===== config.mk =====
export PLATFORM = sky130hd
export DESIGN_NAME = differentiator
export DESIGN_NICKNAME = d
export VERILOG_FILES = /design/src/rtl/differentiator_pkg.sv /design/src/rtl/differentiator_delay.sv /design/src/rtl/differentiator.sv
export SDC_FILE = /design/constraint.sdc
export NUM_CORES = 1
export LEC_CHECK = 0
export CAP_MARGIN = 20
export CORE_MARGIN = 4
export CORE_UTILIZATION = 45
export DETAILED_ROUTE_END_ITERATION = 6
export PLACE_DENSITY = 0.74
export SLEW_MARGIN = 0
export SYNTH_ARGS = -nofsm -noshare
export SYNTH_HDL_FRONTEND = slang
export SYNTH_SLANG_ARGS = --single-unit

===== constraint.sdc =====
create_clock -name clk -period 1.9 [get_ports clk]
set_input_delay 0.19 -clock clk [delete_from_list [all_inputs] [get_ports clk]]
set_output_delay 0.19 -clock clk [all_outputs]
set_load 0.01 [all_outputs]

===== src/rtl/differentiator_pkg.sv =====
// Shared types for the CIC comb stage: tagged sample structs, FSM states and packing helpers.
package differentiator_types;

    localparam int unsigned DEF_W = 10;

    typedef enum logic {
        FILL = 1'b0,
        RUN  = 1'b1
    } state_t;

    // Default-width views of the tagged streams; the top re-declares them at its own W.
    typedef struct packed {
        logic [0:0]              tag;
        logic signed [DEF_W-1:0] payload;
    } maybe_in;

    typedef struct packed {
        logic [0:0]            tag;
        logic signed [DEF_W:0] payload;
    } maybe_out;

    function automatic logic [DEF_W:0] to_lv_in(input maybe_in m);
        return m;
    endfunction

    function automatic logic [DEF_W+1:0] to_lv_out(input maybe_out m);
        return m;
    endfunction

endpackage


===== src/rtl/differentiator_delay.sv =====
// Delay line of the last M kept samples; only the oldest entry is visible.
module comb_delay_line #(
    parameter int unsigned W = 10,
    parameter int unsigned M = 1
) (
    input  logic                clk,
    input  logic                rst,
    input  logic                en,
    input  logic                shift,
    input  logic signed [W-1:0] din,
    output logic signed [W-1:0] oldest
);

    logic signed [W-1:0] line [M];

    always_ff @(posedge clk) begin
        if (!rst) begin
            for (int i = 0; i < int'(M); i++) begin
                line[i] <= '0;
            end
        end else if (en && shift) begin
            line[0] <= din;
            for (int i = 1; i < int'(M); i++) begin
                line[i] <= line[i-1];
            end
        end
    end

    assign oldest = line[M-1];

endmodule


===== src/rtl/differentiator.sv =====
// CIC comb stage: optional decimate-by-R, then first difference with delay M, one bit of growth.
module differentiator
    import differentiator_types::*;
#(
    parameter int unsigned W = 10,
    parameter int unsigned R = 1,
    parameter int unsigned M = 1
) (
    input  logic         clk,
    input  logic         rst,
    input  logic         en,
    input  logic [W:0]   x,
    output logic [W+1:0] y
);

    localparam int unsigned CW = (R > 1) ? $clog2(R) : 1;
    localparam int unsigned FW = $clog2(M + 1);

    typedef struct packed {
        logic [0:0]          tag;
        logic signed [W-1:0] payload;
    } maybe_in_t;

    typedef struct packed {
        logic [0:0]        tag;
        logic signed [W:0] payload;
    } maybe_out_t;

    maybe_in_t           xin;
    maybe_out_t          y_q;
    logic [CW-1:0]       cnt;
    logic [FW-1:0]       fill;
    state_t              state;
    logic signed [W-1:0] oldest;

    logic                accept_c;
    logic                keep_c;
    logic signed [W:0]   diff_c;

    assign xin      = x;
    assign accept_c = en & xin.tag[0];
    assign keep_c   = accept_c && (cnt == CW'(R - 1));

    // Both operands sign-extended by one bit, so the difference can never wrap.
    assign diff_c = $signed({xin.payload[W-1], xin.payload})
                  - $signed({oldest[W-1], oldest});

    comb_delay_line #(
        .W (W),
        .M (M)
    ) u_line (
        .clk    (clk),
        .rst    (rst),
        .en     (en),
        .shift  (keep_c),
        .din    (xin.payload),
        .oldest (oldest)
    );

    always_ff @(posedge clk) begin
        if (!rst) begin
            cnt   <= '0;
            fill  <= '0;
            state <= FILL;
            y_q   <= '0;
        end else if (en) begin
            y_q.tag <= 1'b0;
            if (accept_c) begin
                cnt <= (cnt == CW'(R - 1)) ? '0 : cnt + CW'(1);
            end
            if (keep_c) begin
                case (state)
                    FILL: begin
                        fill <= fill + FW'(1);
                        if (fill == FW'(M - 1)) begin
                            state <= RUN;
                        end
                    end
                    RUN: begin
                        y_q.tag     <= 1'b1;
                        y_q.payload <= diff_c;
                    end
                    default: state <= FILL;
                endcase
            end
        end
    end

    assign y = y_q;

endmodule

# Word-level counts from Yosys, hierarchy flattened
# Memory sizes are Yosys's and may differ from the RTL's.
# Cells that the tools add are included.
# W data, S select, Z words.
[op_classes] n_mux=11 reduce_logical=7 bitwise=3 n_addsub=3
[ops] cell="$mux W12" n=2
[ops] cell="$sub A10 B10 Y11" n=1
[ops] cell="$mux W10" n=1
[ops] cell="$reduce_or A10 Y1" n=1
[ops] cell="$mux W1" n=8
[ops] cell="$reduce_and A3 Y1" n=2
[ops] cell="$reduce_and A2 Y1" n=2
[ops] cell="$add A1 B1 Y1 const B" n=2
[ops] cell="$logic_and A1 B1 Y1" n=2
[ops] cell="$not A1 Y1" n=2
[ops] cell="$and A1 B1 Y1" n=1
[totals] mem_count=1 reg_bits=15 mem_bits_rw=10 out_inout_bits=12 in_bits=14 wordCells=30
[mem_list] memory="u_line.line" words=1 width=10 read_ports=1 rd_clocked_by_memory_dff=0 wr=1 line_no="differentiator_delay.sv:14" text="logic signed [W-1:0] line [M];"

# Depth between registers and ports, before layout
[logic_depth] depth_word=8 mapped_depth=9 mapped_depth_nobuf=9

# Modules after synthesis
# Synthesis repeated with hierarchy kept, for this count alone.
[unflattened] cells_unflattened=145 area_unflattened_um2=1400.1
[modules_own_cells] mod="differentiator" area_per_inst_um2=974.7 instances=1 seq_area_each_um2=280.3 cells_per_inst=121
[modules_own_cells] mod="comb_delay_line" area_per_inst_um2=425.4 instances=1 seq_area_each_um2=300.3 cells_per_inst=24

# Least setup slack after synthesis
# OpenSTA, ideal clock, no wires.
[synth_path] path_type="reg2reg" startpoint="memory u_line.line[0][0]" endpoint="register y_q, in the netlist y[8]" period_less_slack_ns=1.776 t_required_ns=1.821 slack_ns=0.124 arrival_time_ns=1.697 setup_time_ns=0.079 path_stages_with_launch=9 n_path_buf=0 cell_sequence="edfxtp_1 ha_1 inv_1 fa_1 nand3_1 nand2_2 a31o_4 a311o_1 o211ai_1"
[synth_between] elab_chain_cells=2
[synth_lines] element="start: declaration" line_no="differentiator_delay.sv:14"
[synth_lines] element="$mem_v2 Z1 W10"
[synth_lines] element="$sub A10 B10 Y11" line_no="differentiator.sv:46" text="- $signed({oldest[W-1], oldest});"
[synth_lines] element="end: declaration" line_no="differentiator.sv:30" text="maybe_out_t y_q;"
# Every way passes these cells.
# A chain may end at the register's enable or synchronous reset.

# Worst setup path after layout
# Same ends and word-level chain as after synthesis.

==> impl_metrics.yaml <==
logic_synthesis:
  seq_area_frac_synth_pct: 43.4
  synth_flop_cell: "dfxtp_1"
  synthTopCellsByArea: "edfxtp_1 (22%), dfxtp_1 (21%), ha_1 (9.4%)"
  syn-num-nets: 163
  syn_area_sq_um: 1340
  synth-async-reset-ratio_pct: 0
  synth_edf_count: 10
  yosysTopAreaCellShare_pct: 22.5
  netlist.top_cell.by_area: "edfxtp_1"
  syn_inst: 138
  avgSynthCellArea_sq_um: 9.69
  synth-seq-cells: 24
  yosys.cell_count.top_type: "dfxtp_1"
  synthTopCellsByCount: "dfxtp_1 (14), inv_1 (13), nand2_1 (12)"
  ys.warnings.count: 0
  synthDistinctLibCells: 40
placement:
  dp_hpwl_um: 2170
  portBuffers: 25
  routabilityCongestion: 0.853
  placed_cell_area_sq_um: 1690
power:
  leakage_nw: 0.740
  vdd_drop_max_uv: 395
  power_density_nw_per_um2: 695
setup_path:
  start_kind: "flop"
  path_class: "flop to flop"
  required_ns: 2.17
  cp_data_arrival_time_ns: 2.13
  crit_fanout: 4
  crit_path_end_kind: "flop"
sta:
  final-setup-viol-count: 0
  finalMaxSlewViolations: 0
  fmax_mhz: 539
  min_period_ns: 1.85
  hold_viol_final: 0
  min_period_over_period_pct: 97.6
  rsz0062_at_grt: "yes"
  clock_skew_ns: 0.00865
  relSlewSlack_pct: 73.5
  worstMarginPinSlew_ns: 0.396
global_routing:
  grt_pass1_vias: 1155
  grt_start_max_net_pins: 15
  grt_overflow: 0
  antenna_found_initial: 0
  grt_pass1_wl_um: 4820
  track_usage_pct: 15.3
status:
  status: "complete, no violations"
drt:
  wl_met2_um: 1510
  wirelength_met1_um: 1350
  wire_per_inst_um: 14.9
  top_layer: "met4"
  drt.antenna.violating_nets: 0
  vias: 1182
  wl_met3_um: 120
  via_per_inst: 5.77
  remaining_drc_errors: 0
  routed_wl_um: 3060
  drtPass1Iterations: 6
  first_iter_violations: 19
clock_tree:
  cts_hold_buffers: 0
  cts_tree: "built"
  htree_levels: 1
  cts_buffers: 3
  clockRootBuffer: "clkbuf_4"
  clk_path_buf_depth: 2
  cts.sinks: 24
  insertion_delay_ns: 0.33
  clk_pin_slew_worst_paths_ns: 0.15
finish:
  drive_gt1_share_pct: 17.2
  stdcell_area_sq_um: 1770
  antenna-diode-count: 0
  nets: 200
  area_delta_synth_final_pct: 32.6
  fin_util_pct: 63.2
worst_hold_path:
  hold_path_class: "flop to flop"
floorplanning:
  core_area_sq_um: 2810
  start_util_pct: 47.7
  rows: 19
  dieHeight_um: 62.5
  ios: 26
  die_area_sq_um: 3910
  die_w_um: 62.5
flow_run:
  max-cap-violations: 0
## what timing repair did
item                                    4_1_cts  5_1_grt
resized for setup                             1        8
pin swaps                                     0        4
setup buffers                                 0        1
endpoints found under the setup margin        1        3
## through the flow
step	hold slack (ns)	power, mW	worst slack (ns)	cells	TNS [ns]
2_1_floorplan	0.378	0.768	0.124	138	0
5_1_grt	0.494	1.29	-0.0174	205	-0.0339
3_5_place_dp	0.451	0.888	-0.333	200	-1.18
6_report	0.465	1.23	0.0454	205	0
3_3_place_gp	0.445	0.878	-0.254	200	-0.838
4_1_cts	0.468	1.21	0.0328	204	0
## flip-flops by register name, indices dropped and copies added, names as in the netlist
signal / count
state: 1
y: 12
fill: 1
u_line.line: 10
## routing by layer
layer / global-route usage, % / up-vias
li1: - / 565
met5: 0 / -
met3: 3.24 / 9
met2: 26.5 / 31
met4: 7.44 / 0
met1: 17.8 / 577
## area by class of cell
type / instances / area (sq um)
inverters: 13 / 48.8
well taps: 31 / 38.8
repair buffers: 36 / 333
clock buffers: 4 / 47.5
multi-input cells: 97 / 724
fillers: 256 / 1030
flip-flops and latches: 24 / 581
## logic make-up (layout without fill, tap and decap cells)
family	count (synthesis)	after routing	share of synthesized area, %
flip-flops	24	24	43.4
adder cells (fa/ha/maj)	11	11	10.9
AND/OR/NAND/NOR	47	47	18.7
buffers and inverters	17	53	4.86
AO/OA/AOI/OAI	35	35	19.6
XOR/XNOR	4	4	2.62
## worst max-delay path, stage by stage, from the launching register on
cell and delay [ns]:
edfxtp_1 0.39, ha_2 0.19, inv_1 0.05, fa_2 0.35, nand3_2 0.07, nand2_2 0.06, a31o_4 0.25, a311o_1 0.34
o211ai_1 0.09
## path summary, 6_finish.rpt
kind	slack (ns)	start	depth (start not counted)	to
setup / recovery	0.05	u_line.line[0][0]	8	y[8]
hold / removal	0.47	y[1]	2	y[1]
setup reg to reg	0.05	u_line.line[0][0]	8	y[8]
hold reg to reg	0.47	y[1]	2	y[1]
## placed cells by master (no fill, tap or decap), types with 3 or more instances in the layout
cell type,count
a21oi_1,4
a21oi_2,3
and2_1,11
and3_1,3
buf_4,11
clkbuf_4,3
clkdlybuf4s50_1,25
dfxtp_1,14
edfxtp_1,10
ha_1,9
inv_1,12
nand2_1,12
nand3_1,9
o211a_1,3
o21a_1,3
o21ai_0,5
o31ai_2,3
xnor2_1,4
## power breakdown
group | leakage [nW] | switching, mW | internal [mW]
registers | 0.215 | 0.0121 | 0.566
clock network | 0.0261 | 0.174 | 0.161
logic | 0.498 | 0.158 | 0.161
(Power assumes the default switching activity.)
==> RTL edit 1 (same settings) <==
`W` is set to 10 in 2 places; all go to 8.
--- a/src/rtl/differentiator_delay.sv
+++ b/src/rtl/differentiator_delay.sv
@@ -1,5 +1,5 @@
 // Delay line of the last M kept samples; only the oldest entry is visible.
 module comb_delay_line #(
-    parameter int unsigned W = 10,
+    parameter int unsigned W = 8,
     parameter int unsigned M = 1
 ) (
--- a/src/rtl/differentiator.sv
+++ b/src/rtl/differentiator.sv
@@ -3,5 +3,5 @@
     import differentiator_types::*;
 #(
-    parameter int unsigned W = 10,
+    parameter int unsigned W = 8,
     parameter int unsigned R = 1,
     parameter int unsigned M = 1
Interface: changed (resized x and y); port bits go from 26 to 22. No check against the original RTL was run, so the function may have changed too.
==> RTL edit 1 against the unedited design <==
Sequential cell count decreased by 4; synthesized cell count decreased by 19%; power decreased by 19%; worst setup slack improved by 100 ps; worst hold slack improved by 24 ps; area after synthesis decreased by 17%; final area decreased by 20%; wire length decreased by 30%; sequential power decreased by 17%; fmax increased by 5.9%; critical path type unchanged; largest cell class unchanged.
==> RTL edit 1: results (changes against the unedited design) <==
[power_and_ir_drop]
power_leakage_nw = 0.593  ; -20%
peakVddDrop_mv = 0.528  ; +33%
internal_power_mw = 0.740  ; -17%

[placement]
place.detailed.hpwl_mm = 1.66  ; -24%
post-place-ws_ps = -185  ; +148 ps
port_buffers = 21  ; -16%
place_area_mm2 = 0.00136  ; -19%
place_congestion = 0.792  ; -7.2%

[finish]
layout.cells.non_filler = 165  ; -20%
drive_gt1_frac = 0.0730  ; -0.0994
fin_nets = 159  ; -21%
fill_cells = 204  ; -20%
largest_reg_flops = 10  ; -2

[outcome]
outcome = finished clean

[clock_network]
cts_resized = 0  ; -1
postCtsSetupBuffers = 0  ; unchanged
cts_buffers = 3  ; unchanged
clk_pin_slew_worst_paths_ps = 120  ; -30 ps

[yosys]
synth_edf_count = 8  ; -2
yosys-top-cells-area = dfxtp_1 22%, edfxtp_1 22%, ha_1 9.0%
synth_commonest_cells = 12 x dfxtp_1, 9 x inv_1, 8 x and2_1, 8 x edfxtp_1, 8 x ha_1
synth_cell_types = 32  ; -20%
synth-seq-area-share = 0.433  ; -0.000642
syn_nets = 133  ; -18%
syn_avg_cell_area_um2 = 9.90  ; +2.1%

[grt]
globalRouteTotalUtil = 0.145  ; -0.00824
grt_first_pass_wirelength_mm = 3.80  ; -21%
grt_max_degree = 14  ; -1
first_global_vias = 903  ; -22%

[critical_path]
crit_arrival_ps = 1920  ; -210 ps
crit_family = adder cells
cp_max_fo = 3  ; -1

[detailed_routing]
first_pass_iters = 4  ; -2
via_per_inst = 5.25  ; -8.9%
wire_per_inst_um = 12.9  ; -13%
drt_iter0_drc = 12  ; -7

[hold_path]
worstHoldPathType = flop to flop
min_from = y[9]$_SDFFE_PN0P_

[timing]
max-slew-margin-rel = 0.701  ; -0.0343
fin_worst_skew_ps = 2.85  ; -5.81 ps

[floorplanning]
chipWidth_um = 57.6  ; -7.8%

## RTL edit 1: changes by cell type in the layout (fill, tap and decap cells not counted), moves of 4 or more
cell             delta
buf_4               -8
clkdlybuf4s50_1     -4
nand2_1             -5
xnor2_1             -4
## RTL edit 1: worst min-delay path, cell delays in order (launching register included)
cell      delay (ps)
dfxtp_1          330
nand2b_1          60
a21boi_0          70
## RTL edit 1: cell families after synthesis
kind of cell	Yosys count	share of synthesized area
compound gates	28	0.190
buf+inv	12	0.0429
xor+xnor	1	0.00790
flops	20	0.433
simple gates	42	0.218
fa+ha+maj	9	0.108
## RTL edit 1: final timing paths
check | endpoint | slack [ps] | cells past startpoint
setup reg to reg | y[8]$_SDFFE_PN0P_ | 150 | 7
setup / recovery | y[8]$_SDFFE_PN0P_ | 150 | 7
hold reg to reg | y[9]$_SDFFE_PN0P_ | 490 | 2
hold / removal | y[9]$_SDFFE_PN0P_ | 490 | 2
## RTL edit 1: layout make-up
type	count	area, um^2	area share
multi-input cells	80	584	0.413
well taps	28	35.0	0.0248
clock buffers	4	47.5	0.0336
inverters	9	33.8	0.0239
repair buffers	24	233	0.165
flip-flops and latches	20	480	0.340
## RTL edit 1: routing by layer
metal  track usage  wire (um)  vias to the layer above
li1              -          -                      452
met4        0.0596         16                        0
met1         0.187       1000                      400
met3        0.0245         98                        2
met2         0.239       1020                       13
met5             0          0                        -
## RTL edit 1: power by group through the flow
stage | Combinational (mW) | Sequential (mW) | Clock [mW]
final | 0.215 | 0.481 | 0.300
after global routing | 0.240 | 0.484 | 0.328
after CTS | 0.216 | 0.481 | 0.311
after detailed placement | 0.214 | 0.491 | 0
after global placement | 0.210 | 0.489 | 0
after floorplan | 0.140 | 0.491 | 0
==> RTL edit 2 (same settings) <==
Made on the original files. Add an input register stage for `en` and `x`, with the module's reset; this delays them by one clock.
--- a/src/rtl/differentiator.sv
+++ b/src/rtl/differentiator.sv
@@ -27,4 +27,17 @@
     } maybe_out_t;
 
+    logic en_q;
+    logic [W:0] x_q;
+
+    always_ff @(posedge clk) begin
+        if (!rst) begin
+            en_q <= '0;
+            x_q  <= '0;
+        end else begin
+            en_q <= en;
+            x_q  <= x;
+        end
+    end
+
     maybe_in_t           xin;
     maybe_out_t          y_q;
@@ -38,6 +51,6 @@
     logic signed [W:0]   diff_c;
 
-    assign xin      = x;
-    assign accept_c = en & xin.tag[0];
+    assign xin      = x_q;
+    assign accept_c = en_q & xin.tag[0];
     assign keep_c   = accept_c && (cnt == CW'(R - 1));
 
@@ -52,5 +65,5 @@
         .clk    (clk),
         .rst    (rst),
-        .en     (en),
+        .en     (en_q),
         .shift  (keep_c),
         .din    (xin.payload),
@@ -64,5 +77,5 @@
             state <= FILL;
             y_q   <= '0;
-        end else if (en) begin
+        end else if (en_q) begin
             y_q.tag <= 1'b0;
             if (accept_c) begin
Behaviour: not the same (a bounded check fails within 4 cycles, from zero or initial values and one cycle with rst low).
==> RTL edit 2 against the unedited design <==
Wire length up 18%; final cell count rose by 26%; power rose by 29%; global-route usage grew 0.29 points; worst setup slack worse by 89 ps; final area grew 20%; worst hold slack hardly changed; sequential cell count is 12 higher; the flow now finishes with violations (setup timing); non-clock buffer count down 4; area after synthesis increased by 27%; critical endpoint unchanged.
==> RTL edit 2: results (changes against the unedited design) <==
[critical_path]
cp_slowest_stage_delay_ps = 350  ; -40 ps
crit_slowest_cell = fa_2
cp_max_fo = 3  ; -1

[grt]
grt_max_degree = 19  ; +4
first_global_vias = 1352  ; +17%
grt_first_pass_wirelength_mm = 5.97  ; +24%
globalRouteTotalUtil = 0.156  ; +0.00293

[detailed_routing]
wire_per_inst_um = 14.0  ; -6.4%
first_pass_iters = 4  ; -2
drt_iter0_drc = 64  ; +45
via_per_inst = 5.37  ; -6.8%
vias = 1386  ; +17%

[clock_network]
cts_max_level = 2  ; +1
insertion_delay_ps = 280  ; -50 ps
clk_pin_slew_worst_paths_ps = 70  ; -80 ps
root_buffer = clkbuf_8

[placement]
place_area_mm2 = 0.00202  ; +20%
dp.cells = 248  ; +24%
post-place-ws_ps = -97.6  ; +235 ps

[timing]
setup_viol = 1  ; +1
max-slew-margin-rel = 0.563  ; -0.172
fin_worst_skew_ps = 3.90  ; -4.76 ps
worst_slack_ps = -43.4  ; -88.8 ps

[yosys]
synthCells = 176  ; +28%
synth_cell_types = 42  ; +5.0%
synth-seq-area-share = 0.484  ; +0.0497
yosys-top-cells-area = dfxtp_1 31%, edfxtp_1 18%, and2_1 7.7%
syn_nets = 201  ; +23%
synth_commonest_cells = 26 x dfxtp_1, 21 x and2_1, 14 x nor2_1

[finish]
drive_gt1_frac = 0.129  ; -0.0438
fin_nets = 234  ; +17%

[power_and_ir_drop]
power_leakage_nw = 0.873  ; +18%
peakVddDrop_mv = 0.597  ; +51%

[outcome]
violations = setup timing
outcome = finished with violations

RTL edit 2: changes by cell type after synthesis, sizes merged, moves of 3 or more:
cell,change
nor3,+5
xnor2,-3
a211oi,+4
nor2,+13
dfxtp,+12
clkbuf,+3
a21boi,-3
and2,+11
nand2,-3
RTL edit 2: routing by layer:
metal,up-vias,part of all wire,track usage
met2,40,0.54,0.263
met5,-,0,0
met4,0,0.017,0.0781
met3,7,0.045,0.0435
li1,683,-,-
met1,656,0.39,0.180
RTL edit 2: cells by family (layout without fill, tap and decap cells):
kind of cell             count (synthesis)  after routing  share of synthesized area
XOR/XNOR                                 1              1                    0.00516
AND/OR/NAND/NOR                         75             75                      0.234
flip-flops                              36             36                      0.484
adder cells (fa/ha/maj)                 11             11                     0.0855
buffers and inverters                   19             53                     0.0450
AO/OA/AOI/OAI                           34             34                      0.147
RTL edit 2: worst paths after layout:
| check | startpoint | to | slack (ps) | cells past startpoint |
|---|---|---|---|---|
| worst max-delay path | x_q[0]$_SDFF_PN0_ | y[8]$_SDFFE_PN0P_ | -40 | 9 |
| worst min-delay path | y[1]$_SDFFE_PN0P_ | y[1]$_SDFFE_PN0P_ | 470 | 2 |
| worst max register to register | x_q[0]$_SDFF_PN0_ | y[8]$_SDFFE_PN0P_ | -40 | 9 |
| worst min register to register | y[1]$_SDFFE_PN0P_ | y[1]$_SDFFE_PN0P_ | 470 | 2 |
RTL edit 2: repair_timing:
action,in CTS,in global routing
buffers inserted,1,1
pin swaps,3,2
resized for setup,3,1
hold buffers,0,0
setup endpoints to repair,3,4
RTL edit 2: area by class of cell:
cell class	count	area [um^2]
clock inverter	2	10.0
sequential	36	821
multi-input combinational	121	810
timing repair buffer	32	303
tap	48	60.1
fill	316	1530
clock buffer	6	82.6
inverter	13	48.8
RTL edit 2: worst reg2reg max path, cell delays in order (launching register included):
cell      delay [ps]
dfxtp_1          310
inv_2             50
ha_2             170
inv_1             50
fa_2             350
a211oi_2         240
o21bai_2         100
a21oi_2          190
o21ai_1           90
a211o_1          280
RTL edit 2: through the flow:
stage          setup TNS, ps  power [mW]
2_1_floorplan              0       0.987
3_3_place_gp           -6.28        1.05
3_5_place_dp            -148        1.06
4_1_cts                -57.7        1.61
5_1_grt                 -273        1.68
6_report               -43.4        1.59
RTL edit 2: power breakdown:
part	switching (mW)	internal, mW
Sequential	0.0130	0.817
Combinational	0.119	0.103
Clock	0.251	0.289
Total	0.384	1.21
